==> src/rtl/cvxif_copro_router.sv <==
// cvxif_copro_router: routes one CV-X-IF core port to NrCopro coprocessor channels
// Ports:
//   clk_i, rst_i                 clock, asynchronous active-high reset
//   issue_*                      core issue request/response, routed by custom opcode
//   reg_*                        core register operands, routed by ID table lookup
//   commit_*                     core commit/kill, forwarded to the owning channel
//   result_*                     arbitrated result stream back to the core
//   cp_*                         per-channel mirrored interfaces, flattened by NrCopro
module cvxif_copro_router #(
    parameter int NrCopro        = 2,
    parameter int IdWidth        = 3,
    parameter int XLEN           = 64,
    parameter int MaxOutstanding = 4
) (
    input  logic                       clk_i,
    input  logic                       rst_i,
    input  logic                       issue_valid_i,
    input  logic [31:0]                issue_instr_i,
    input  logic [IdWidth-1:0]         issue_id_i,
    output logic                       issue_ready_o,
    output logic                       issue_accept_o,
    output logic                       issue_writeback_o,
    input  logic                       reg_valid_i,
    input  logic [IdWidth-1:0]         reg_id_i,
    input  logic [2*XLEN-1:0]          reg_rs_i,
    output logic                       reg_ready_o,
    input  logic                       commit_valid_i,
    input  logic [IdWidth-1:0]         commit_id_i,
    input  logic                       commit_kill_i,
    output logic                       result_valid_o,
    output logic [IdWidth-1:0]         result_id_o,
    output logic [XLEN-1:0]            result_data_o,
    output logic                       result_we_o,
    input  logic                       result_ready_i,
    output logic [NrCopro-1:0]         cp_issue_valid_o,
    output logic [NrCopro*32-1:0]      cp_issue_instr_o,
    output logic [NrCopro*IdWidth-1:0] cp_issue_id_o,
    input  logic [NrCopro-1:0]         cp_issue_ready_i,
    input  logic [NrCopro-1:0]         cp_issue_accept_i,
    input  logic [NrCopro-1:0]         cp_issue_writeback_i,
    output logic [NrCopro-1:0]         cp_reg_valid_o,
    output logic [NrCopro*IdWidth-1:0] cp_reg_id_o,
    output logic [NrCopro*2*XLEN-1:0]  cp_reg_rs_o,
    input  logic [NrCopro-1:0]         cp_reg_ready_i,
    output logic [NrCopro-1:0]         cp_commit_valid_o,
    output logic [NrCopro*IdWidth-1:0] cp_commit_id_o,
    output logic [NrCopro-1:0]         cp_commit_kill_o,
    input  logic [NrCopro-1:0]         cp_result_valid_i,
    input  logic [NrCopro*IdWidth-1:0] cp_result_id_i,
    input  logic [NrCopro*XLEN-1:0]    cp_result_data_i,
    input  logic [NrCopro-1:0]         cp_result_we_i,
    output logic [NrCopro-1:0]         cp_result_ready_o
);
    localparam int NrIds = 2**IdWidth;
    localparam int ChW   = (NrCopro > 1) ? $clog2(NrCopro) : 1;
    localparam int CntW  = $clog2(MaxOutstanding + 1);

    logic [NrIds-1:0] r_busy;
    logic [NrIds-1:0] r_we;
    logic [ChW-1:0]   r_ch [NrIds];
    logic [CntW-1:0]  r_cnt [NrCopro];
    logic [ChW-1:0]   r_ptr;
    logic [ChW-1:0]   r_lock_ch;
    logic             r_lock;

    logic [1:0]       w_ch;
    logic             w_route;
    logic             w_ok;
    logic [CntW-1:0]  w_cnt_sel;
    logic             w_iss_rdy;
    logic             w_iss_acc;
    logic             w_iss_wb;
    logic             w_alloc;
    logic             w_cm_busy;
    logic             w_kill_fr;
    logic             w_res_fr;
    logic             w_rhs;
    logic             w_any;
    logic             w_res_we;
    logic [ChW-1:0]   w_win;
    logic [ChW-1:0]   w_ptr_nxt;
    logic [NrIds-1:0] w_free;
    logic [NrIds-1:0] w_set;
    logic [CntW-1:0]  w_cnt_nxt [NrCopro];

    assign cp_issue_instr_o = {NrCopro{issue_instr_i}};
    assign cp_issue_id_o    = {NrCopro{issue_id_i}};
    assign cp_reg_id_o      = {NrCopro{reg_id_i}};
    assign cp_reg_rs_o      = {NrCopro{reg_rs_i}};
    assign cp_commit_id_o   = {NrCopro{commit_id_i}};

    // Issue: decode the custom opcode and gate on channel capacity and ID availability.
    always_comb begin
        w_ch      = issue_instr_i[6:5];
        w_route   = issue_instr_i[4:0] == 5'b01011 && 32'(w_ch) < NrCopro;
        w_cnt_sel = '0;
        w_iss_rdy = 1'b0;
        w_iss_acc = 1'b0;
        w_iss_wb  = 1'b0;
        for (int c = 0; c < NrCopro; c++) begin
            if (32'(w_ch) == c) begin
                w_cnt_sel = r_cnt[c];
                w_iss_rdy = cp_issue_ready_i[c];
                w_iss_acc = cp_issue_accept_i[c];
                w_iss_wb  = cp_issue_writeback_i[c];
            end
        end
        // A busy entry cannot be reallocated, which also covers an entry being freed this cycle.
        w_ok              = w_route && 32'(w_cnt_sel) < MaxOutstanding && !r_busy[issue_id_i];
        issue_ready_o     = w_route ? (w_ok && w_iss_rdy) : 1'b1;
        issue_accept_o    = !rst_i && w_ok && w_iss_acc;
        issue_writeback_o = !rst_i && w_ok && w_iss_wb;
        for (int c = 0; c < NrCopro; c++)
            cp_issue_valid_o[c] = !rst_i && issue_valid_i && w_ok && 32'(w_ch) == c;
        w_alloc = issue_valid_i && issue_ready_o && issue_accept_o;
    end

    // Register and commit: steered by the channel recorded for the ID.
    always_comb begin
        reg_ready_o = 1'b1;
        w_cm_busy   = commit_valid_i && r_busy[commit_id_i];
        w_kill_fr   = w_cm_busy && commit_kill_i;
        for (int c = 0; c < NrCopro; c++) begin
            cp_reg_valid_o[c]    = !rst_i && reg_valid_i && r_busy[reg_id_i] && 32'(r_ch[reg_id_i]) == c;
            cp_commit_valid_o[c] = !rst_i && w_cm_busy && 32'(r_ch[commit_id_i]) == c;
            cp_commit_kill_o[c]  = cp_commit_valid_o[c] && commit_kill_i;
            if (r_busy[reg_id_i] && 32'(r_ch[reg_id_i]) == c)
                reg_ready_o = cp_reg_ready_i[c];
        end
    end

    // Result arbitration: round-robin from r_ptr, held on the locked winner while stalled.
    always_comb begin
        w_win = '0;
        w_any = 1'b0;
        for (int k = NrCopro - 1; k >= 0; k--) begin
            for (int c = 0; c < NrCopro; c++) begin
                if (cp_result_valid_i[c] && (int'(r_ptr) + k == c || int'(r_ptr) + k == c + NrCopro)) begin
                    w_win = ChW'(c);
                    w_any = 1'b1;
                end
            end
        end
        for (int c = 0; c < NrCopro; c++) begin
            if (r_lock && 32'(r_lock_ch) == c && cp_result_valid_i[c]) begin
                w_win = ChW'(c);
                w_any = 1'b1;
            end
        end
        result_valid_o = !rst_i && w_any;
        result_id_o    = '0;
        result_data_o  = '0;
        w_res_we       = 1'b0;
        for (int c = 0; c < NrCopro; c++) begin
            cp_result_ready_o[c] = result_valid_o && result_ready_i && 32'(w_win) == c;
            if (32'(w_win) == c) begin
                result_id_o   = cp_result_id_i[c*IdWidth +: IdWidth];
                result_data_o = cp_result_data_i[c*XLEN +: XLEN];
                w_res_we      = cp_result_we_i[c];
            end
        end
        w_rhs     = result_valid_o && result_ready_i;
        w_ptr_nxt = (32'(w_win) == NrCopro - 1) ? '0 : w_win + ChW'(1);
    end

    // Results only write back when the instruction was accepted with writeback.
    assign result_we_o = w_res_we && r_we[result_id_o];

    // Frees and net count update; a kill and a result for the same ID decrement once.
    always_comb begin
        w_res_fr = w_rhs && r_busy[result_id_o] && !(w_kill_fr && result_id_o == commit_id_i);
        w_free   = '0;
        w_set    = '0;
        if (w_kill_fr)
            w_free[commit_id_i] = 1'b1;
        if (w_res_fr)
            w_free[result_id_o] = 1'b1;
        if (w_alloc)
            w_set[issue_id_i] = 1'b1;
        for (int c = 0; c < NrCopro; c++)
            w_cnt_nxt[c] = r_cnt[c] + CntW'(w_alloc && 32'(w_ch) == c)
                         - CntW'(w_kill_fr && 32'(r_ch[commit_id_i]) == c)
                         - CntW'(w_res_fr && 32'(r_ch[result_id_o]) == c);
    end

    always_ff @(posedge clk_i or posedge rst_i) begin
        if (rst_i) begin
            r_busy    <= '0;
            r_we      <= '0;
            r_ptr     <= '0;
            r_lock    <= 1'b0;
            r_lock_ch <= '0;
            for (int i = 0; i < NrIds; i++)
                r_ch[i] <= '0;
            for (int c = 0; c < NrCopro; c++)
                r_cnt[c] <= '0;
        end else begin
            r_busy <= (r_busy & ~w_free) | w_set;
            if (w_alloc) begin
                r_ch[issue_id_i] <= ChW'(w_ch);
                r_we[issue_id_i] <= issue_writeback_o;
            end
            for (int c = 0; c < NrCopro; c++)
                r_cnt[c] <= w_cnt_nxt[c];
            if (w_rhs)
                r_ptr <= w_ptr_nxt;
            r_lock    <= result_valid_o && !result_ready_i;
            r_lock_ch <= w_win;
        end
    end
endmodule
==> config.mk <==
export PLATFORM = sky130hd
export DESIGN_NAME = cvxif_copro_router
export DESIGN_NICKNAME = d
export VERILOG_FILES = /design/src/rtl/cvxif_copro_router.sv
export SDC_FILE = /design/constraint.sdc
export NUM_CORES = 1
export LEC_CHECK = 0
export BUFFER_PORTS_ARGS = -buffer_cell sky130_fd_sc_hd__clkbuf_2
export CAP_MARGIN = 30
export CORE_AREA = 5 5 287 289
export DETAILED_ROUTE_END_ITERATION = 7
export DIE_AREA = 0 0 292 294
export PLACE_DENSITY_LB_ADDON = 0.3
export RECOVER_POWER = 50
export SYNTH_ARGS = -nofsm -noshare
export SYNTH_HDL_FRONTEND = slang
export SYNTH_SLANG_ARGS = --single-unit
==> constraint.sdc <==
create_clock -name clk_i -period 3.3 [get_ports clk_i]
set_input_delay 0.165 -clock clk_i [delete_from_list [all_inputs] [get_ports clk_i]]
set_output_delay 0.165 -clock clk_i [all_outputs]
set_load 0.01 [all_outputs]
==> results.json <==
{
  "power_leakage_nw": 3.032,
  "drive_above_1_share": 0.6652,
  "dp_hpwl_um": 23610,
  "drc": 0,
  "cts_tree": "done",
  "ys.flop_type": "dfrtp_1",
  "drt_iter0_drc": 298,
  "numCtsBuffers": 5,
  "p_seq_frac": 0.249,
  "finalHoldViolCount": 0,
  "yosysMostFrequentCell": "buf_4",
  "synth_commonest_cells": "buf_4, mux2_2, dfrtp_1",
  "worst_skew_pair.late_latency_ps": 290,
  "cp_num_buf_inv": 0,
  "die_w_um": 292,
  "grt.overflow.total": 0,
  "slew_headroom": 0.5329,
  "path_delay_family": "adder cells",
  "power_density_nw_per_um2": 269.0,
  "place_ws_ps": -44.10,
  "clockBufferDepth": 2,
  "drt_pass1_iterations": 4,
  "yosys.area.top_type": "buf_4",
  "synth_cell_types": 66,
  "timing.fmax_ghz": 0.3079,
  "port_buffers": 283,
  "skew_ps": 8.789,
  "totalPowerFinal_mw": 1.895,
  "vias": 4799,
  "swShare": 0.3357,
  "antenna_found_initial": 7,
  "maxSlewViolCount": 0,
  "die_h_um": 294,
  "cts.root.buffer_cell": "clkbuf_16",
  "crit_fanout": 6,
  "startpoint_type": "register",
  "final_cells": 1755,
  "critPathRequiredTime_ps": 3500,
  "p_int_mw": 1.259,
  "synthTopCellsByArea": "buf_4, mux2_2, dfrtp_1, mux2i_1, mux4_2",
  "grtUsageTotal": 0.05865,
  "io_pins": 743,
  "p_sw_mw": 0.6361,
  "cts.sinks": 33,
  "fillers": 9341,
  "pwr-share-clk": 0.331,
  "clk_pin_slew_ps": 50,
  "p_comb_frac": 0.420,
  "endpoint_kind": "register",
  "cp_slowest_stage_delay_ps": 570,
  "crit_chain": "mux2i_4, a21boi_4, mux2i_4, o221ai_2, nand2_1, or4b_4, fa_2, ha_4, ha_4, xnor2_2, xnor2_1",
  "syn_area_per_cell_um2": 8.699,
  "synth_warnings": 0,
  "row_count": 104,
  "synth-edff-count": 0,
  "core-area_um2": 79640,
  "holdWs_ps": 89.99,
  "tightest_slew_ps": 694.9,
  "area.growth.synth_to_final_pct": 12.17,
  "setup_slack_ps": 51.79,
  "die_area_um2": 85850,
  "max_cap_violations": 0,
  "gp_congestion": 0.9290,
  "synth_cells": 722,
  "dp_cells": 1740,
  "grt_max_degree": 69,
  "final_nets": 1022,
  "ys_ff_latch": 33,
  "worstSetupPathType": "reg -> reg",
  "min_period_over_period": 0.9843,
  "vdd_drop_max_mv": 0.1930,
  "grt_pass1_wl_um": 37070,
  "via_per_inst": 2.734,
  "synthArstFlopShare": 1.000,
  "crit_arrival_ps": 3450,
  "slowest_stage": "fa_2",
  "cts_hold_buf": 0,
  "syn_area_um2": 6281,
  "fin_setup_tns_ps": 0,
  "netlist.area_leader.share": 0.4040,
  "wl_per_cell_um": 15.57,
  "htree_levels": 2,
  "synth_fp_nets": 1052,
  "period_minus_slack_ps": 3248,
  "drtAntennaViolNets": 0,
  "start_util": 0.07887,
  "wl_um": 27320,
  "grt_pass1_vias": 5235,
  "setup_viol": 0,
  "synth-seq-area-share": 0.1315,
  "hold_path_class": "in -> reg",
  "status": "finished clean",
  "rsz0062_at_grt": "yes"
}
## routing by layer
layer / wire (um) / global-route usage / part of all wire / vias to the layer above
li1: - / - / - / 2057
met1: 9755 / 0.06207 / 0.36 / 2181
met2: 12370 / 0.09381 / 0.45 / 411
met3: 3378 / 0.03072 / 0.12 / 146
met4: 1784 / 0.03371 / 0.065 / 4
met5: 31 / 0 / 0.0011 / -
## metrics by stage
| step | cell area [um^2] | util |
|---|---|---|
| after detailed placement | 6650 | 0.08351 |
| after global routing | 7041 | 0.08841 |
| final | 7046 | 0.08847 |
| after floorplan | 6281 | - |
| after global placement | 6650 | 0.08351 |
| after CTS | 6925 | 0.08696 |
## repair_timing
action,CTS,global route
resized for setup,13,18
buffers inserted,2,3
pin swaps,8,11
cloned,0,0
setup endpoints to repair,2,4
## state kept, by name, indices dropped and copies added, names as in the netlist
name,cells
r_busy,8
r_cnt,6
r_ch,8
r_lock_ch,1
r_ptr,1
r_lock,1
r_we,8
## layout by cell type (no fill, tap or decap), drive strengths merged, types with 3 or more instances in the layout
master and n:
a21oi 18, a221oi 3, a32oi 3, buf 42
clkbuf 288, dfrtp 33, ha 6, inv 22
mux2 86, mux2i 34, mux4 8, nand2 22
nand2b 9, nand3 10, nand4 3, nor2 22
nor2b 3, nor3 9, nor4 12, o21ai 3
o22ai 8, or2 4, or3 3, or4 6
xnor2 5, xor2 3
## cell type report
| type | instances | area [um^2] | area share |
|---|---|---|---|
| Sequential cell | 33 | 825.8 | 0.1172 |
| Inverter | 21 | 81.33 | 0.01154 |
| Clock buffer | 5 | 125.1 | 0.01776 |
| Antenna cell | 2 | 5.005 | 0.0007104 |
| Tap cell | 1060 | 1326 | 0.1882 |
| Clock inverter | 3 | 68.82 | 0.009767 |
| Multi-Input combinational cell | 306 | 2874 | 0.4079 |
| Timing Repair Buffer | 325 | 1739 | 0.2468 |
## worst paths after layout
path,slack (ps),end,depth (start not counted),startpoint
max,50,r_cnt[2],11,r_lock
min,90,r_lock,2,result_ready_i
max reg2reg,50,r_cnt[2],11,r_lock
min reg2reg,470,r_cnt[5],1,r_cnt[5]
max in group asynchronous,2940,r_ch[6],4,rst_i
min in group asynchronous,110,r_we[1],4,rst_i
## logic make-up (layout without fill, tap and decap cells)
| logic type | after synthesis | count (layout) | synth area share |
|---|---|---|---|
| flip-flops | 33 | 33 | 0.1315 |
| multiplexers | 128 | 128 | 0.2388 |
| XOR/XNOR | 8 | 8 | 0.01116 |
| buffers and inverters | 383 | 354 | 0.4363 |
| AND/OR/NAND/NOR | 107 | 107 | 0.09562 |
| AO/OA/AOI/OAI | 55 | 55 | 0.06833 |
| adder cells (fa/ha/maj) | 8 | 8 | 0.01833 |
| other | 0 | 2 | 0 |
## power groups by stage
stage	clock (mW)	combinational [mW]	sequential, mW
floorplan	0	0.805	0.470
global placement	0	0.750	0.474
detailed placement	0	0.753	0.476
CTS	0.635	0.779	0.470
global route	0.657	0.876	0.475
finish	0.627	0.797	0.471
Power figures use the tool's default switching activity.
